$ cat config.mk
export PLATFORM = sky130hd
export DESIGN_NAME = seg_scan_ctrl
export DESIGN_NICKNAME = d
export VERILOG_FILES = /design/src/rtl/seg_scan_pkg.sv /design/src/rtl/seg_scan_prescaler.sv /design/src/rtl/seg_scan_ctrl.sv
export SDC_FILE = /design/constraint.sdc
export NUM_CORES = 1
export LEC_CHECK = 0
export CAP_MARGIN = 20
export CORE_MARGIN = 2
export CORE_UTILIZATION = 60
export CTS_BUF_LIST = sky130_fd_sc_hd__clkbuf_2
export DETAILED_ROUTE_END_ITERATION = 7
export PLACE_DENSITY = 0.83
export SETUP_SLACK_MARGIN = 0.3
export SYNTH_ARGS = -nofsm -noshare
export SYNTH_HDL_FRONTEND = slang
export SYNTH_HIERARCHICAL = 1
export SYNTH_SLANG_ARGS = --single-unit
$ cat constraint.sdc
create_clock -name clk -period 4.52 [get_ports clk]
set_input_delay 0.452 -clock clk [delete_from_list [all_inputs] [get_ports clk]]
set_output_delay 0.452 -clock clk [all_outputs]
set_load 0.005 [all_outputs]
$ cat src/rtl/seg_scan_pkg.sv
// Shared types, constants and the digit-selection helper for the 8-digit
// seven-segment scan controller.
package seg_scan_pkg;

   localparam int NDIG  = 8;
   localparam int IDX_W = $clog2(NDIG);

   localparam logic [NDIG-1:0] ANODE_OFF = '1;

   typedef enum logic [1:0] {
      IDLE = 2'd0,
      SCAN = 2'd1,
      ADV  = 2'd2
   } state_t;

   // Lowest enabled digit strictly above cur, else the lowest enabled digit.
   function automatic logic [IDX_W-1:0] next_enabled(input logic [NDIG-1:0]  mask,
                                                     input logic [IDX_W-1:0] cur);
      logic [IDX_W-1:0] hi_idx;
      logic [IDX_W-1:0] lo_idx;
      logic             hi_ok;
      hi_idx = '0;
      lo_idx = '0;
      hi_ok  = 1'b0;
      for (int i = NDIG - 1; i >= 0; i--) begin
         if (mask[i]) begin
            lo_idx = IDX_W'(i);
            if (i > int'(cur)) begin
               hi_idx = IDX_W'(i);
               hi_ok  = 1'b1;
            end
         end
      end
      return hi_ok ? hi_idx : lo_idx;
   endfunction

endpackage

$ cat src/rtl/seg_scan_prescaler.sv
// Programmable tick prescaler: holds the divider and emits one tick every
// div cycles; a divider value of 0 is stored as 1.
module seg_scan_prescaler #(
   parameter int          DIV_W       = 16,
   parameter int unsigned DIV_DEFAULT = 50000
) (
   input  logic             clk,
   input  logic             rst_n,
   input  logic             i_div_ld,
   input  logic [DIV_W-1:0] i_div_val,
   input  logic             i_restart,
   output logic             o_tick
);

   logic [DIV_W-1:0] r_div;
   logic [DIV_W-1:0] r_cnt;
   logic [DIV_W-1:0] w_div_eff;

   assign w_div_eff = (i_div_val == '0) ? DIV_W'(1) : i_div_val;
   assign o_tick    = !i_restart && (r_cnt == (r_div - DIV_W'(1)));

   always_ff @(posedge clk or negedge rst_n) begin
      if (!rst_n) begin
         r_div <= DIV_W'(DIV_DEFAULT);
         r_cnt <= '0;
      end else begin
         if (i_div_ld) begin
            r_div <= w_div_eff;
         end
         if (i_restart || o_tick) begin
            r_cnt <= '0;
         end else begin
            r_cnt <= r_cnt + DIV_W'(1);
         end
      end
   end

endmodule

$ cat src/rtl/seg_scan_ctrl.sv
// Multiplexed 8-digit seven-segment scan controller with shadowed digit
// registers, per-digit enable and brightness duty. Build option:
// SEG_SCAN_DEADTIME_EN forces phase 15 of every slot blank.
module seg_scan_ctrl
   import seg_scan_pkg::*;
#(
   parameter int          DIV_W       = 16,
   parameter int unsigned DIV_DEFAULT = 50000
) (
   input  logic             clk,
   input  logic             rst_n,
   input  logic             wr_en,
   input  logic [2:0]       wr_addr,
   input  logic [3:0]       wr_data,
   input  logic             div_ld,
   input  logic [DIV_W-1:0] div_val,
   input  logic [NDIG-1:0]  en_mask,
   input  logic [3:0]       bright,
   output logic [NDIG-1:0]  anode_n,
   output logic [3:0]       digit,
   output logic             frame_tick
);

   state_t           r_state;
   state_t           w_state_nxt;
   logic [IDX_W-1:0] r_cur;
   logic [IDX_W-1:0] w_cur_nxt;
   logic [IDX_W-1:0] w_adv_idx;
   logic [3:0]       r_phase;
   logic [3:0]       w_phase_nxt;
   logic             w_fstart;
   logic             r_first;
   logic             w_tick;
   logic             w_restart;
   logic             w_lit;

   logic [3:0]       r_shadow [NDIG];
   logic [3:0]       r_active [NDIG];
   logic [NDIG-1:0]  r_anode_n;
   logic [3:0]       r_digit;
   logic             r_frame_tick;

   // The prescaler only runs while scanning; ADV adds exactly one cycle per slot.
   assign w_restart = (r_state != SCAN) || div_ld;

   seg_scan_prescaler #(
      .DIV_W       (DIV_W),
      .DIV_DEFAULT (DIV_DEFAULT)
   ) u_prescaler (
      .clk       (clk),
      .rst_n     (rst_n),
      .i_div_ld  (div_ld),
      .i_div_val (div_val),
      .i_restart (w_restart),
      .o_tick    (w_tick)
   );

   assign w_adv_idx = next_enabled(en_mask, r_cur);

   always_comb begin
      w_state_nxt = r_state;
      w_cur_nxt   = r_cur;
      w_phase_nxt = r_phase;
      w_fstart    = 1'b0;
      unique case (r_state)
         IDLE: begin
            w_cur_nxt   = '0;
            w_phase_nxt = '0;
            if (en_mask != '0) begin
               w_state_nxt = SCAN;
               w_cur_nxt   = next_enabled(en_mask, IDX_W'(NDIG - 1));
               w_fstart    = 1'b1;
            end
         end
         SCAN: begin
            if (en_mask == '0) begin
               w_state_nxt = IDLE;
               w_cur_nxt   = '0;
               w_phase_nxt = '0;
            end else if (div_ld) begin
               w_phase_nxt = '0;
            end else if (w_tick) begin
               w_phase_nxt = r_phase + 4'd1;
               if (r_phase == 4'd15) begin
                  w_state_nxt = ADV;
               end
            end
         end
         ADV: begin
            w_phase_nxt = '0;
            if (en_mask == '0) begin
               w_state_nxt = IDLE;
               w_cur_nxt   = '0;
            end else begin
               w_state_nxt = SCAN;
               w_cur_nxt   = w_adv_idx;
               // Wrapping to the same or a lower digit begins a new frame.
               w_fstart    = (w_adv_idx <= r_cur);
            end
         end
         default: begin
            w_state_nxt = IDLE;
            w_cur_nxt   = '0;
            w_phase_nxt = '0;
         end
      endcase
   end

`ifdef SEG_SCAN_DEADTIME_EN
   assign w_lit = (r_state == SCAN) && en_mask[r_cur] && (r_phase <= bright) &&
                  (r_phase != 4'd15);
`else
   assign w_lit = (r_state == SCAN) && en_mask[r_cur] && (r_phase <= bright);
`endif

   always_ff @(posedge clk or negedge rst_n) begin
      if (!rst_n) begin
         r_state <= IDLE;
         r_cur   <= '0;
         r_phase <= '0;
         r_first <= 1'b0;
      end else begin
         r_state <= w_state_nxt;
         r_cur   <= w_cur_nxt;
         r_phase <= w_phase_nxt;
         r_first <= w_fstart;
      end
   end

   // Copy reads the pre-write shadow, so a coincident write lands next frame.
   always_ff @(posedge clk or negedge rst_n) begin
      if (!rst_n) begin
         for (int i = 0; i < NDIG; i++) begin
            r_shadow[i] <= '0;
            r_active[i] <= '0;
         end
      end else begin
         if (wr_en) begin
            r_shadow[wr_addr] <= wr_data;
         end
         if (w_fstart) begin
            for (int i = 0; i < NDIG; i++) begin
               r_active[i] <= r_shadow[i];
            end
         end
      end
   end

   always_ff @(posedge clk or negedge rst_n) begin
      if (!rst_n) begin
         r_anode_n    <= ANODE_OFF;
         r_digit      <= '0;
         r_frame_tick <= 1'b0;
      end else begin
         r_anode_n    <= w_lit ? ~(NDIG'(1) << r_cur) : ANODE_OFF;
         r_digit      <= r_active[r_cur];
         r_frame_tick <= r_first;
      end
   end

   assign anode_n    = r_anode_n;
   assign digit      = r_digit;
   assign frame_tick = r_frame_tick;

endmodule

# After elaboration in Yosys (flattened, before gate mapping)
# Cells that the tools add are included.
[word_totals]
ram_bits = 0
latchBits = 0
register_bits = 119
n_memories = 0
mem_bits_ro = 0
word_cells = 134
in_bits = 39
[classes]
n_eq_ne = 11
n_mul = 0
n_addsub = 3
magnitude_cmp = 13
bitwise = 3
shifts = 1
muxes = 66
n_div = 0
reduce_logical = 12
[op_table]
columns = ["op", "count"]
rows = [
  ["3-bit two-way mux", 26],
  ["32-bit bitwise mux", 1],
  ["16-bit two-way mux", 2],
  ["4-bit two-way mux", 7],
  ["1-bit two-way mux", 18],
  ["16-bit by 1-bit adder with 16-bit output (second input constant)", 1],
  ["16-bit equality test", 1],
  ["16-bit zero test", 1],
  ["16-bit by 1-bit subtractor with 16-bit output (second input constant)", 1],
  ["4-bit binary-select mux with 3-bit select", 1],
  ["4-bit demux with 3-bit select", 1],
  ["3-bit > comparator (first input constant)", 4],
  ["2-bit two-way mux", 5],
  ["3-bit case mux with 3 select lines", 1],
  ["4-bit greater-or-equal comparator (second input constant)", 2],
  ["8-bit zero test", 1],
  ["8-bit two-way mux", 1],
  ["3-bit inverter with 4-bit output", 2],
  ["8-bit inverter", 1],
  ["8-bit nonzero test", 1],
  ["1-bit by 3-bit << shifter with 8-bit output (first input constant)", 1],
  ["2-bit by 3-bit > comparator with 1-bit output (first input constant)", 2],
  ["3-bit inequality test (second input constant)", 2],
  ["2-bit case mux with 3 select lines", 1],
  ["other kinds (20)", 25],
]

# Depth between registers and ports, before layout
[logic_depth]
ltp_word = 19
ltp_mapped = 13
ltp_nobuf = 12

# Hierarchy
# Netlist, hierarchy kept.
[by_module_without_submodules]
columns = ["module", "area_each_um2", "seq_area_each_um2", "n_inst", "cells_each"]
rows = [
  ["seg_scan_ctrl", 4081.4, 2187.1, 1, 314],
  ["seg_scan_prescaler", 1970.6, 808.3, 1, 200],
]

# Worst setup path after synthesis
# Ideal clock, no wire load.
[synth_timing]
kind = "register -> register"
from = "register u_prescaler.r_div[0]"
to = "register r_state[0]"
required_ns = 4.403
stages_incl_launch_ff = 13
setup_time_ns = 0.117
arrival_ns = 3.133
path_slack_ns = 1.270
cell_sequence = "dfrtp_1 > inv_1 > ha_1 > or4b_1 > nor4_1 > xnor2_1 > o2111ai_1 > a2111oi_4 > nor2b_1 > nand2_1 > nor3_1 > o21a_1 > nor2_1"
[synth_between]
elab_chain_len = 5
[synth_rtl]
columns = ["item", "line_no", "text"]
rows = [
  ["start, declared", "seg_scan_prescaler.sv:15", "logic [DIV_W-1:0] r_div;"],
  ["start signal, assigned", "seg_scan_prescaler.sv:24", "r_div <= DIV_W'(DIV_DEFAULT);"],
  ["start signal, assigned", "seg_scan_prescaler.sv:28", "r_div <= w_div_eff;"],
  ["16-bit by 1-bit subtractor with 16-bit output", "seg_scan_prescaler.sv:20", "assign o_tick = !i_restart && (r_cnt == (r_div - DIV_W'(1)));"],
  ["16-bit equality test", "seg_scan_prescaler.sv:20", ""],
  ["1-bit logical AND", "seg_scan_prescaler.sv:20", ""],
  ["net w_tick", "seg_scan_ctrl.sv:33", "logic w_tick;"],
  ["3-bit by 2-bit inequality test with 1-bit output (no line)", "-", ""],
  ["4-bit AND reduction (no line)", "-", ""],
  ["end signal, assigned", "seg_scan_ctrl.sv:123", "r_state <= w_state_nxt;"],
  ["end, declared", "seg_scan_ctrl.sv:24", "state_t r_state;"],
]
# The timed path passes the listed nets, and every way through them passes these cells.
# A chain may end at the register's enable or synchronous reset.

# Worst setup path in the final report
# Ends and elaborated chain as after synthesis.

==> flow_summary.ini <==
[logic_synthesis]
yosysSeqAreaShare_pct = 49.49
synth_warnings = 6
postSynthAreaPerCell_um2 = 11.77
synth_nets = 563
synth_cell_types = 64
syn_inst = 514
synth_seq_cells = 119
synth_edf_count = 0
synth_largest_area_cell = dfrtp_1
synth.area.top_cells = dfrtp_1 43%, mux2_2 15%, dfstp_2 6.1%, xnor2_1 3.3%, mux4_2 3.0%
synth_async_sr_flop_share_pct = 100.0
synthFlopType = dfrtp_1
syn_area_um2 = 6052
yosysTopAreaCellShare_pct = 43.42

[cts]
cts_tree = done
clk_path_buf_depth = 2
htreeDepth = 4
cts_root_buf = clkbuf_2
clkSlewWorstSetupHoldPaths_ps = 190
insertion_delay_ps = 680
cts_sinks = 119
cts_buffers = 17

[setup_path]
slowest_stage = or4b_1
critical-path-max-stage-delay_ps = 580
path_buf_inv = 2
crit_fanout = 17
worstPathArrival_ps = 4480
setup.worst_path.class = reg2reg
critPathLaunchType = register
crit_chain = inv_1, ha_1, or4b_1, nor4_1, xnor2_1, o2111ai_1, a2111oi_4, buf_4, nor2b_1, nand2_1, nor3_1, o21a_1, nor2_1
cp.required_ps = 5070
end_kind = register
crit_family = simple AND/OR/NAND/NOR gates

[run]
cap_viol_max_count = 0

[grt]
grt_usage_pct = 24.15
grt_start_max_net_pins = 74
grt_pass1_vias = 4279
antenna_found_initial = 0
grt_pass1_wl_mm = 21.09
grt_overflow_total = 0

[timing]
final.setup.tns_ps = 0
worstMarginPinSlew_ps = 884.4
layout_min_cycle_time_ps = 3929
hold_viol_final = 0
clock_skew_ps = 54.75
fin_crit_sh_pct = 86.93
grt_setup_unrepaired = false
post-route-worst-setup-slack_ps = 590.7
fmax_mhz = 254.5
finalSetupViolCount = 0
drv_slew = 0
slew_headroom_pct = 41.04

[floorplanning]
core_area_um2 = 9774
die_w_um = 104.4
die_h_um = 104.4
rows = 36
die_area_um2 = 10910
initial_core_util_pct = 61.92
pin_count = 52

[routing]
ant_nets = 0
wire_per_inst_um = 17.47
viasPerCell = 5.850
drtIter0Drc = 185
dr.pass1.iters = 5
post-route-drc-count = 0
drt_wl_total_mm = 12.47
vias = 4177

[final_layout]
layout-drive-gt1-share_pct = 25.30
area_growth_pct = 14.16
nNetsFinal = 617
n_antenna_cell = 0

[power]
ir_drop_mv = 0.2971
leakagePower_nw = 2.859
p_per_area_nw_per_um2 = 338.9

[run_status]
status = completed

[placed_design]
place_hpwl_mm = 9.076
post-place-ws_ps = 593.2
portBuffers = 51
gp_congestion = 0.8831

[worst_hold_path]
worstHoldPathType = in2reg
==> worst reg2reg max path, stage by stage, from the launching register on <==
cell       delay [ps]
dfrtp_1           490
inv_1              90
ha_1              240
or4b_1            580
nor4_1            480
xnor2_1           180
o2111ai_1         170
a2111oi_4         340
buf_4             270
nor2b_1           350
nand2_1           140
nor3_1            310
o21a_1            160
nor2_1             40
==> Yosys cell counts (2+ instances only) <==
master,n
dfstp_2,14
ha_1,10
o2111ai_1,2
mux4_2,8
a21oi_1,5
a31oi_1,4
or2_2,2
a311oi_1,2
mux2_2,79
nand2_1,33
xor2_1,13
buf_2,5
nor2b_1,14
nor3b_1,4
nand4_1,13
and2_1,3
nand3b_1,2
or3_1,4
inv_1,11
nand2b_1,5
clkbuf_1,8
xnor2_1,23
o21bai_1,2
nor3_1,27
nand3_1,15
a221oi_1,2
dfrtp_1,105
o21a_1,3
buf_1,3
or4_1,2
buf_6,5
nor2_1,27
and3_1,3
nor4b_1,2
o211ai_1,5
or3b_2,2
nor4_1,7
o21ai_0,10
nand4b_1,5
==> timing repair <==
| action | in CTS | in global routing |
|---|---|---|
| buffers inserted | 0 | 0 |
| resized for setup | 0 | 0 |
| hold buffers | 1 | 0 |
| hold endpoints to repair | 58 | 0 |
==> final timing paths <==
| path | startpoint | endpoint | slack (ps) | depth (start not counted) |
|---|---|---|---|---|
| setup / recovery | u_prescaler/r_div[0]$_DFFE_PN0P_ | r_state[0]$_DFFE_PN0P_ | 590 | 13 |
| hold / removal | div_val[1] | u_prescaler/r_div[1]$_DFFE_PN0P_ | 380 | 3 |
| setup reg to reg | u_prescaler/r_div[0]$_DFFE_PN0P_ | r_state[0]$_DFFE_PN0P_ | 590 | 13 |
| hold reg to reg | r_first$_DFF_PN0_ | frame_tick$_DFF_PN0_ | 390 | 0 |
| max in group asynchronous | rst_n | u_prescaler/r_cnt[6]$_DFF_PN0_ | 2940 | 3 |
| min in group asynchronous | rst_n | u_prescaler/r_div[3]$_DFFE_PN0P_ | 420 | 2 |
==> layer usage <==
layer | track usage, % | share of wire [%] | vias up
li1 | - | - | 2003
met1 | 32.39 | 44 | 2058
met2 | 40.43 | 51 | 105
met3 | 4.511 | 3.7 | 11
met4 | 6.757 | 1.0 | 0
met5 | 0 | 0 | -
==> stage by stage <==
step	std cells	total power (W)	utilization, %	hold WS (ps)	area [µm²]
6_report	714	0.002341	70.69	378.2	6909
4_1_cts	714	0.002353	70.69	353.9	6909
2_1_floorplan	514	0.001482	-	156.4	6052
3_5_place_dp	681	0.001629	67.87	338.6	6634
5_1_grt	714	0.002451	70.69	361.8	6909
3_3_place_gp	681	0.001605	67.87	344.4	6634
==> registers in the layout, summed over array words and instances, names as in the netlist <==
| register | count |
|---|---|
| u_prescaler/r_cnt | 16 |
| r_cur | 3 |
| r_shadow | 32 |
| r_phase | 4 |
| r_first | 1 |
| anode_n | 8 |
| frame_tick | 1 |
| u_prescaler/r_div | 16 |
| r_active | 32 |
| r_state | 2 |
| digit | 4 |
==> power breakdown <==
part	total [W]	internal, W	switching [W]
Sequential	0.00127	0.00118	0.0000868
Combinational	0.000342	0.000191	0.000151
Clock	0.000731	0.000315	0.000416
==> kinds of logic after synthesis <==
kind of cell | synth area share [%]
compound gates | 6.575
xor+xnor | 5.210
fa+ha+maj | 2.067
buf+inv | 2.770
flops | 49.49
mux | 17.84
simple gates | 16.04
==> cell usage in the layout (no fill, tap or decap), drive strengths merged, types with 4 or more instances in the layout <==
cell type      instances
ha                    10
and3                   4
nor3                  27
nor2b                 14
nor2                  27
o21ai                 11
dfstp                 14
clkinv                 8
o211ai                 5
inv                   13
mux2                  79
xnor2                 23
nand4b                 5
nand4                 13
a31oi                  4
xor2                  13
nand3                 15
nor3b                  4
mux4                   8
or3                    4
nor4                   8
a21oi                  5
clkbuf                18
nand2b                 5
dfrtp                105
nand2                 33
clkdlybuf4s50         50
buf                    5
==> cell type report <==
cell class                 instances  area [µm²]
clock buffer                      18       90.09
sequential                       119        2995
fill                             706        2865
multi-input combinational        362        2889
clock inverter                    14       175.2
inverter                          12       45.04
tap                              133       166.4
timing repair buffer              56       548.0
No activity file was read; power rests on OpenSTA's default activity.
